## src/rtl/cntr_req_arbiter.sv

```systemverilog
// Counter increment request arbiter: holds per-cell plus/minus pending flags
// and offers them one at a time, lowest cell first, to the counter-cycle logic.
//
// Ports:
//   CLOCK      system clock, rising edge
//   SIM_RST_n  asynchronous active-low reset
//   REQ_PLUS   per-cell plus-increment request pulses
//   REQ_MINUS  per-cell minus-increment request pulses
//   CTR_ACK    one-clock accept of the current offer
//   OVR_CLR    clears all overrun flags
//   CTROR      offer valid
//   CELL_ADR   cell index of the current offer
//   PINC       offer is a plus increment
//   MINC       offer is a minus increment
//   OVR        sticky per-cell overrun flags
module cntr_req_arbiter #(
   parameter int NCELL = 20,
   parameter int AW    = 5
) (
   input  logic             CLOCK,
   input  logic             SIM_RST_n,
   input  logic [NCELL-1:0] REQ_PLUS,
   input  logic [NCELL-1:0] REQ_MINUS,
   input  logic             CTR_ACK,
   input  logic             OVR_CLR,
   output logic             CTROR,
   output logic [AW-1:0]    CELL_ADR,
   output logic             PINC,
   output logic             MINC,
   output logic [NCELL-1:0] OVR
);

   typedef enum logic [1:0] {
      IDLE   = 2'd0,
      OFFER  = 2'd1,
      RETIRE = 2'd2
   } state_t;

   state_t state;
   state_t state_nxt;

   logic [NCELL-1:0] pp;
   logic [NCELL-1:0] pm;
   logic [NCELL-1:0] pp_nxt;
   logic [NCELL-1:0] pm_nxt;
   logic [NCELL-1:0] ovr_set;
   logic [NCELL-1:0] ovr_nxt;
   logic [NCELL-1:0] offered;

   logic             ack;
   logic             any_pend;
   logic [AW-1:0]    low_idx;
   logic             low_plus;
   logic             low_minus;

   logic             ctror_nxt;
   logic [AW-1:0]    adr_nxt;
   logic             pinc_nxt;
   logic             minc_nxt;

   // CTROR is high exactly while in OFFER, so it qualifies the offered cell.
   assign ack = CTR_ACK && (state == OFFER);

   always_comb begin
      offered = '0;
      for (int i = 0; i < NCELL; i++) begin
         offered[i] = CTROR && (CELL_ADR == AW'(i));
      end
   end

   // Request capture against the registered pending flags.
   always_comb begin
      pp_nxt  = pp;
      pm_nxt  = pm;
      ovr_set = '0;
      for (int i = 0; i < NCELL; i++) begin
         if (ack && offered[i]) begin
            if (PINC) begin
               pp_nxt[i] = 1'b0;
            end
            if (MINC) begin
               pm_nxt[i] = 1'b0;
            end
         end
         if (REQ_PLUS[i] && !REQ_MINUS[i]) begin
            if (pm[i]) begin
               // the offered cell cannot be cancelled under the core
               if (offered[i]) begin
                  ovr_set[i] = 1'b1;
               end else begin
                  pm_nxt[i] = 1'b0;
               end
            end else if (pp[i]) begin
               // a flag being retired this clock can be re-armed
               if (ack && offered[i]) begin
                  pp_nxt[i] = 1'b1;
               end else begin
                  ovr_set[i] = 1'b1;
               end
            end else begin
               pp_nxt[i] = 1'b1;
            end
         end else if (REQ_MINUS[i] && !REQ_PLUS[i]) begin
            if (pp[i]) begin
               if (offered[i]) begin
                  ovr_set[i] = 1'b1;
               end else begin
                  pp_nxt[i] = 1'b0;
               end
            end else if (pm[i]) begin
               if (ack && offered[i]) begin
                  pm_nxt[i] = 1'b1;
               end else begin
                  ovr_set[i] = 1'b1;
               end
            end else begin
               pm_nxt[i] = 1'b1;
            end
         end
      end
   end

   // A same-clock overrun wins over the clear.
   always_comb begin
      ovr_nxt = (OVR_CLR ? '0 : OVR) | ovr_set;
   end

   // Lowest-index pending cell; scanning downward leaves the lowest hit.
   always_comb begin
      any_pend  = |(pp | pm);
      low_idx   = '0;
      low_plus  = 1'b0;
      low_minus = 1'b0;
      for (int i = NCELL - 1; i >= 0; i--) begin
         if (pp[i] || pm[i]) begin
            low_idx   = AW'(i);
            low_plus  = pp[i];
            low_minus = pm[i];
         end
      end
   end

   always_ff @(posedge CLOCK or negedge SIM_RST_n) begin
      if (!SIM_RST_n) begin
         state    <= IDLE;
         pp       <= '0;
         pm       <= '0;
         OVR      <= '0;
         CTROR    <= 1'b0;
         CELL_ADR <= '0;
         PINC     <= 1'b0;
         MINC     <= 1'b0;
      end else begin
         state    <= state_nxt;
         pp       <= pp_nxt;
         pm       <= pm_nxt;
         OVR      <= ovr_nxt;
         CTROR    <= ctror_nxt;
         CELL_ADR <= adr_nxt;
         PINC     <= pinc_nxt;
         MINC     <= minc_nxt;
      end
   end

   always_comb begin
      state_nxt = state;
      unique case (state)
         IDLE: begin
            if (any_pend) begin
               state_nxt = OFFER;
            end
         end
         OFFER: begin
            if (CTR_ACK) begin
               state_nxt = RETIRE;
            end
         end
         RETIRE: begin
            state_nxt = IDLE;
         end
         default: begin
            state_nxt = IDLE;
         end
      endcase
   end

   // Offer outputs are registered; they are held until the next decision.
   always_comb begin
      ctror_nxt = CTROR;
      adr_nxt   = CELL_ADR;
      pinc_nxt  = PINC;
      minc_nxt  = MINC;
      unique case (state)
         IDLE: begin
            ctror_nxt = 1'b0;
            pinc_nxt  = 1'b0;
            minc_nxt  = 1'b0;
            if (any_pend) begin
               ctror_nxt = 1'b1;
               adr_nxt   = low_idx;
               pinc_nxt  = low_plus;
               minc_nxt  = low_minus;
            end
         end
         OFFER: begin
            if (CTR_ACK) begin
               ctror_nxt = 1'b0;
               pinc_nxt  = 1'b0;
               minc_nxt  = 1'b0;
            end
         end
         RETIRE: begin
            ctror_nxt = 1'b0;
            pinc_nxt  = 1'b0;
            minc_nxt  = 1'b0;
         end
         default: begin
            ctror_nxt = 1'b0;
            pinc_nxt  = 1'b0;
            minc_nxt  = 1'b0;
         end
      endcase
   end

endmodule

```

## config.mk

```make
export PLATFORM = sky130hd
export DESIGN_NAME = cntr_req_arbiter
export DESIGN_NICKNAME = d
export VERILOG_FILES = /design/src/rtl/cntr_req_arbiter.sv
export SDC_FILE = /design/constraint.sdc
export NUM_CORES = 1
export LEC_CHECK = 0
export ABC_AREA = 1
export CORE_MARGIN = 2
export CORE_UTILIZATION = 38
export DETAILED_ROUTE_END_ITERATION = 8
export GPL_ROUTABILITY_DRIVEN = 0
export SETUP_SLACK_MARGIN = 0.3
export SYNTH_ARGS = -nofsm -noshare
export SYNTH_HDL_FRONTEND = slang
export SYNTH_SLANG_ARGS = --single-unit
```

## constraint.sdc

```tcl
create_clock -name CLOCK -period 1.9 [get_ports CLOCK]
set_input_delay 0.38 -clock CLOCK [delete_from_list [all_inputs] [get_ports CLOCK]]
set_output_delay 0.38 -clock CLOCK [all_outputs]
set_load 0.02 [all_outputs]
```

==> impl_metrics.ini, run 1 <==
[run_status]
outcome = finished with violations
failed_checks = setup timing

[layout]
fin_nets = 873
final_util_pct = 56.7
syn_to_final_growth_pct = 46.6
seqCellArea_um2 = 1760
fin_area_um2 = 6750
drive_above_1_share_pct = 28.5
n_antenna_cell = 0
fill_cells = 1118
multi_input_area_um2 = 2760

[pwr]
power_density_nw_per_um2 = 1090
vdd_drop_max_v = 0.000691
p_total_mw = 7.36
p_leak_nw = 3.03

[synth]
synth_seq_cells = 70
async_reset_ff_share_pct = 100
synth_top_cell_area_share_pct = 38.0
synth-edff-count = 0
synthTopCellsByArea = dfrtp_1, nand2_1, nor2_1
ys.flop_type = dfrtp_1
synthTopCellsByCount = nand2_1, nor2_1, inv_1, dfrtp_1, inv_2
yosysTopAreaCell = dfrtp_1
ys_warn_count = 0
syn_avg_cell_area_um2 = 6.70
ys_types = 26
syn-instance-count = 687
synth_nets = 731
ys_seq_area_share_pct = 38.0
synth.most_common_cell = nand2_1
netlist_area_um2 = 4610

[placement]
dp_hpwl_um = 10400
portBuffers = 71
place_area_um2 = 5810
pre_cts_ws_ps = -61.9

[route]
via_count = 5211
ant_nets = 0
firstDrtPassIters = 5
wl_um = 15000
remaining_drc_errors = 0
drtIter0Drc = 365
wl_per_cell_um = 15.3
avgViaCountPerCell = 5.31

[clock_tree]
clkSinkCount = 70
clock_path_buffers = 2
cts_tree = done
path_clk_slew_ps = 50
cts_hold_buf = 0
h-tree-depth = 3
cts_buffers = 9
clkLatencyLatePin_ps = 340
cts_root_buf = clkbuf_16

[setup_path]
cp_max_fo = 3
cp-end-kind = flip-flop
r2r_slack_ps = -70
timing.rr.end = CELL_ADR[0]$_DFFE_PN0P_
crit_required_ps = 2110
reg2regPathDepth = 17
crit-reg2reg-launch = pm[19]$_DFF_PN0_
worstSetupStartpoint = pm[19]$_DFF_PN0_
start_kind = flip-flop
worstSetupPathType = reg2reg
arrival_ps = 2180

[timing]
period_share_pct = 104
finalSetupTns_ps = -164
slew_viol_final = 0
slew_headroom_pct = 61.4
rsz0062_at_grt = yes
max_freq_mhz = 508
final_hold_viol_count = 0
worst_pin_slew_ps = 578
fin_ws_ps = -68.3
fin_crit_ps = 1970
fin_skew_ps = 4.92
setup_viol = 3

[floorplan]
dieArea_um2 = 13000
core_area_um2 = 11900
ios = 72
rows = 40
die_width_um = 114
die_h_um = 114
start_util_pct = 38.7

[grt]
grt_overflow = 0
grt_max_degree = 71
grt_util_all_layers_pct = 23.1
antenna_found_initial = 0
grt_pass1_wl_um = 23700
grt_pass1_vias = 5129

[job]
cap_viol_max_count = 0

[hold_path]
min_path_type = in2async
## registers in the layout (all words and copies together), names as in the netlist
| signal | flops |
|---|---|
| state | 2 |
| CELL_ADR | 5 |
| CTROR | 1 |
| pm | 20 |
| MINC | 1 |
| PINC | 1 |
| OVR | 20 |
| pp | 20 |
## metrics by stage
stage / hold slack (ps) / std cells
2_1_floorplan: 84.4 / 687
3_3_place_gp: 453 / 935
3_5_place_dp: 453 / 935
4_1_cts: 87.9 / 969
5_1_grt: 103 / 981
6_report: 74.2 / 981
## per-layer routing
metal / track usage, % / wire length, um / up-vias
met1: 27.8 / 6420 / 2442
met5: 0 / 0 / -
li1: - / - / 2554
met3: 5.82 / 789 / 37
met4: 11.2 / 433 / 0
met2: 38.8 / 7360 / 178
## cell families after synthesis
family                 synth area share [%]
AND/OR/NAND/NOR                        27.3
flip-flops                             38.0
AO/OA/AOI/OAI                          22.5
buffers and inverters                  12.2
## critical path, cell delays in order (launching register included)
cell	delay (ps)
dfrtp_1	400
buf_6	140
nor2_4	70
inv_2	40
a21oi_2	120
o21ai_1	80
nand2_1	90
nand2_2	60
a21oi_2	150
o211ai_1	100
a21oi_1	170
o21ai_1	90
nand2_1	60
nand2_1	50
nand2_1	50
nand2_1	40
nand3_1	70
o21ai_1	60
## power breakdown
group	leakage, nW	internal [mW]	switching (mW)
Combinational	2.01	1.35	2.11
Clock	0.143	1.03	0.642
Sequential	0.872	1.86	0.361
Total	3.03	4.24	3.11
## worst max-delay path by stage
| stage | endpoint | slack [ps] | depth (start not counted) |
|---|---|---|---|
| 2_1_floorplan | MINC$_DFFE_PN0P_ | 150 | 28 |
| 3_3_place_gp | MINC$_DFFE_PN0P_ | -60 | 28 |
| 3_5_place_dp | MINC$_DFFE_PN0P_ | -60 | 28 |
| 4_1_cts | MINC$_DFFE_PN0P_ | -60 | 28 |
| 5_1_grt | MINC$_DFFE_PN0P_ | -330 | 28 |
| 6_report | CELL_ADR[0]$_DFFE_PN0P_ | -70 | 17 |
## area by class of cell
cell class / instances / area share (%)
clock buffer: 16 / 4.32
inverter: 134 / 8.14
multi-input combinational: 475 / 40.8
sequential: 70 / 26.0
tap: 147 / 2.72
timing repair buffer: 139 / 18.0
## layout by cell type, fill, tap and decap left out, drive strengths merged
cell type / synthesis / layout
nand2: 151 / 151
nor2: 137 / 137
inv: 131 / 127
buf: 1 / 71
dfrtp: 70 / 70
clkdlybuf4s50: 0 / 42
o21ai: 35 / 35
a21oi: 33 / 33
o221ai: 30 / 30
dlygate4sd2: 0 / 23
nand3: 22 / 22
a22oi: 20 / 20
clkbuf: 7 / 18
a2bb2oi: 10 / 10
o211ai: 9 / 9
nor3: 9 / 9
o2111ai: 8 / 8
clkinv: 2 / 6
o22ai: 6 / 6
nand4: 2 / 2
a211oi: 2 / 2
bufinv: 1 / 1
a31oi: 1 / 1
clkdlybuf4s15: 0 / 1
## repair_timing
item,in CTS,in global routing
resized for setup,101,66
pin swaps,23,27
setup endpoints to repair,92,71
setup buffers,18,12
No activity file was read; power rests on OpenSTA's default activity.
==> run 2: changes to the inputs <==
--- a/config.mk
+++ b/config.mk
@@ -7,7 +7,7 @@
 export LEC_CHECK = 0
 export ABC_AREA = 1
 export CORE_MARGIN = 2
-export CORE_UTILIZATION = 38
+export CORE_UTILIZATION = 30
 export DETAILED_ROUTE_END_ITERATION = 8
 export GPL_ROUTABILITY_DRIVEN = 0
 export SETUP_SLACK_MARGIN = 0.3
==> impl_metrics.ini, run 2 (synthesized netlist as in run 1, its figures left out) <==
[grt]
grt_pass1_vias = 4872
antenna_found_initial = 0
grt_overflow = 0
grt_pass1_wl_um = 24000
grt_util_all_layers_pct = 18.9
grt-busiest-layer = met2
grt_use_met3_pct = 3.88
grt_max_degree = 71
use_met2_pct = 31.6
grt_util_met1_pct = 24.1

[setup_path]
worstSetupPathType = reg2reg
cp_max_fo = 3
path_buf_inv = 1
start_kind = flip-flop
crit_path_frequent_cell = nand2_1
reg2regPathDepth = 28
cp-end-kind = flip-flop
slowest_stage = dfrtp_1
critPathMaxStageDelay_ps = 400
cp_top_family = simple AND/OR/NAND/NOR gates
crit_required_ps = 2140
crit_cells = 28
arrival_ps = 2230

[run_status]
failed_checks = setup timing
outcome = finished with violations

[pwr]
vdd_drop_max_v = 0.000516
clockPowerShare_pct = 21.5
p_total_mw = 7.46
p_leak_nw = 3.08
power_density_nw_per_um2 = 1070
comb_power_share_pct = 48.8
p_sw_mw = 3.19
internal_power_mw = 4.26
power_frac_seq_pct = 29.7
p_sw_share_pct = 42.8

[placement]
pre_cts_ws_ps = -86.5
dp_hpwl_um = 10500
portBuffers = 71
dp.cells = 981

[hold_path]
min_path_type = in2async

[timing]
final_hold_viol_count = 0
period_share_pct = 105
worst_pin_slew_ps = 580
setup_viol = 1
slew_viol_final = 0
rsz0062_at_grt = yes
fin_ws_ps = -90.2
fin_crit_ps = 1990
slew_headroom_pct = 61.3
max_freq_mhz = 502
fin_skew_ps = 6.59
holdWs_ps = 51.3

[layout]
syn_to_final_growth_pct = 50.8
seqCellArea_um2 = 1760
drive_above_1_share_pct = 30.7
n_antenna_cell = 0
fin_nets = 885
top_regs = OVR x20, pm x20, pp x20
mostFrequentLayoutCell = nand2_1
fill_cells = 1493
multi_input_area_um2 = 2820
mostFrequentLayoutCells = nand2_1, nor2_1, buf_4
instances_no_fill = 1033

[route]
firstDrtPassIters = 5
ant_nets = 0
via_count = 5080
wl_per_cell_um = 14.7
wl_um = 15200
drtIter0Drc = 289
avgViaCountPerCell = 4.92
remaining_drc_errors = 0

[floorplan]
start_util_pct = 30.5
dieArea_um2 = 16400
core_area_um2 = 15100
rows = 45
die_h_um = 128
die_width_um = 128
ios = 72

[job]
cap_viol_max_count = 0

[clock_tree]
clkSinkCount = 70
cts_tree = done
clock_path_buffers = 2
cts_root_buf = clkbuf_16
cts_buffers = 9
path_clk_slew_ps = 60
h-tree-depth = 3
clkLatencyLatePin_ps = 350
-- run 2: cell types whose count changed in the layout (fill, tap and decap cells not counted), moves of 3 or more --
| cell | previous run | this run |
|---|---|---|
| buf_4 | 64 | 77 |
| nor2_4 | 39 | 46 |
| o221ai_1 | 24 | 21 |
| o221ai_2 | 6 | 9 |
| nor2_1 | 82 | 77 |
| o21ai_1 | 15 | 12 |
| buf_6 | 4 | 1 |
-- run 2: through the flow --
stage	instance area [um2]	TNS, ps	utilization, %
final	6950	-90.2	46.0
after global routing	6950	-733	46.0
after CTS	6560	-95.2	43.5
after detailed placement	5900	-86.5	39.1
after global placement	5900	-76.7	39.1
after floorplan	4650	0	-
-- run 2: path summary, 6_finish.rpt --
path                                    from           endpoint  slack (ps)
min in group CLOCK         OVR[16]$_DFF_PN0_  OVR[16]$_DFF_PN0_         490
setup reg to reg            pm[18]$_DFF_PN0_   MINC$_DFFE_PN0P_         -90
hold reg to reg            OVR[16]$_DFF_PN0_  OVR[16]$_DFF_PN0_         490
setup / recovery            pm[18]$_DFF_PN0_   MINC$_DFFE_PN0P_         -90
max in group asynchronous          SIM_RST_n   pm[10]$_DFF_PN0_        1470
hold / removal                     SIM_RST_n  OVR[19]$_DFF_PN0_          50
-- run 2: routing by layer --
| layer | share of wire [%] | up-vias |
|---|---|---|
| li1 | - | 2587 |
| met1 | 46 | 2351 |
| met2 | 47 | 116 |
| met3 | 4.5 | 26 |
| met4 | 2.5 | 0 |
| met5 | 0 | - |
-- run 2: layout make-up --
class	instances	area share, %
Clock buffer	14	3.80
Tap cell	188	3.39
Multi-Input combinational cell	475	40.6
Clock inverter	1	0.0721
Timing Repair Buffer	151	19.0
Inverter	134	7.91
Sequential cell	70	25.3
-- run 2: power by group through the flow --
| stage | Sequential, mW | Clock (mW) | Combinational (mW) |
|---|---|---|---|
| 6_report | 2.22 | 1.60 | 3.64 |
| 5_1_grt | 2.27 | 1.70 | 3.98 |
| 4_1_cts | 2.19 | 1.64 | 3.30 |
| 3_5_place_dp | 2.22 | 0 | 3.04 |
| 3_3_place_gp | 2.21 | 0 | 3.04 |
| 2_1_floorplan | 2.39 | 0 | 1.51 |
-- run 2: what timing repair did --
action,CTS,global route
cloned,0,0
pin swaps,22,29
endpoints found under the hold margin,0,0
hold buffers,0,0
endpoints found under the setup margin,87,65
gates resized for setup,113,66
buffers inserted,17,20
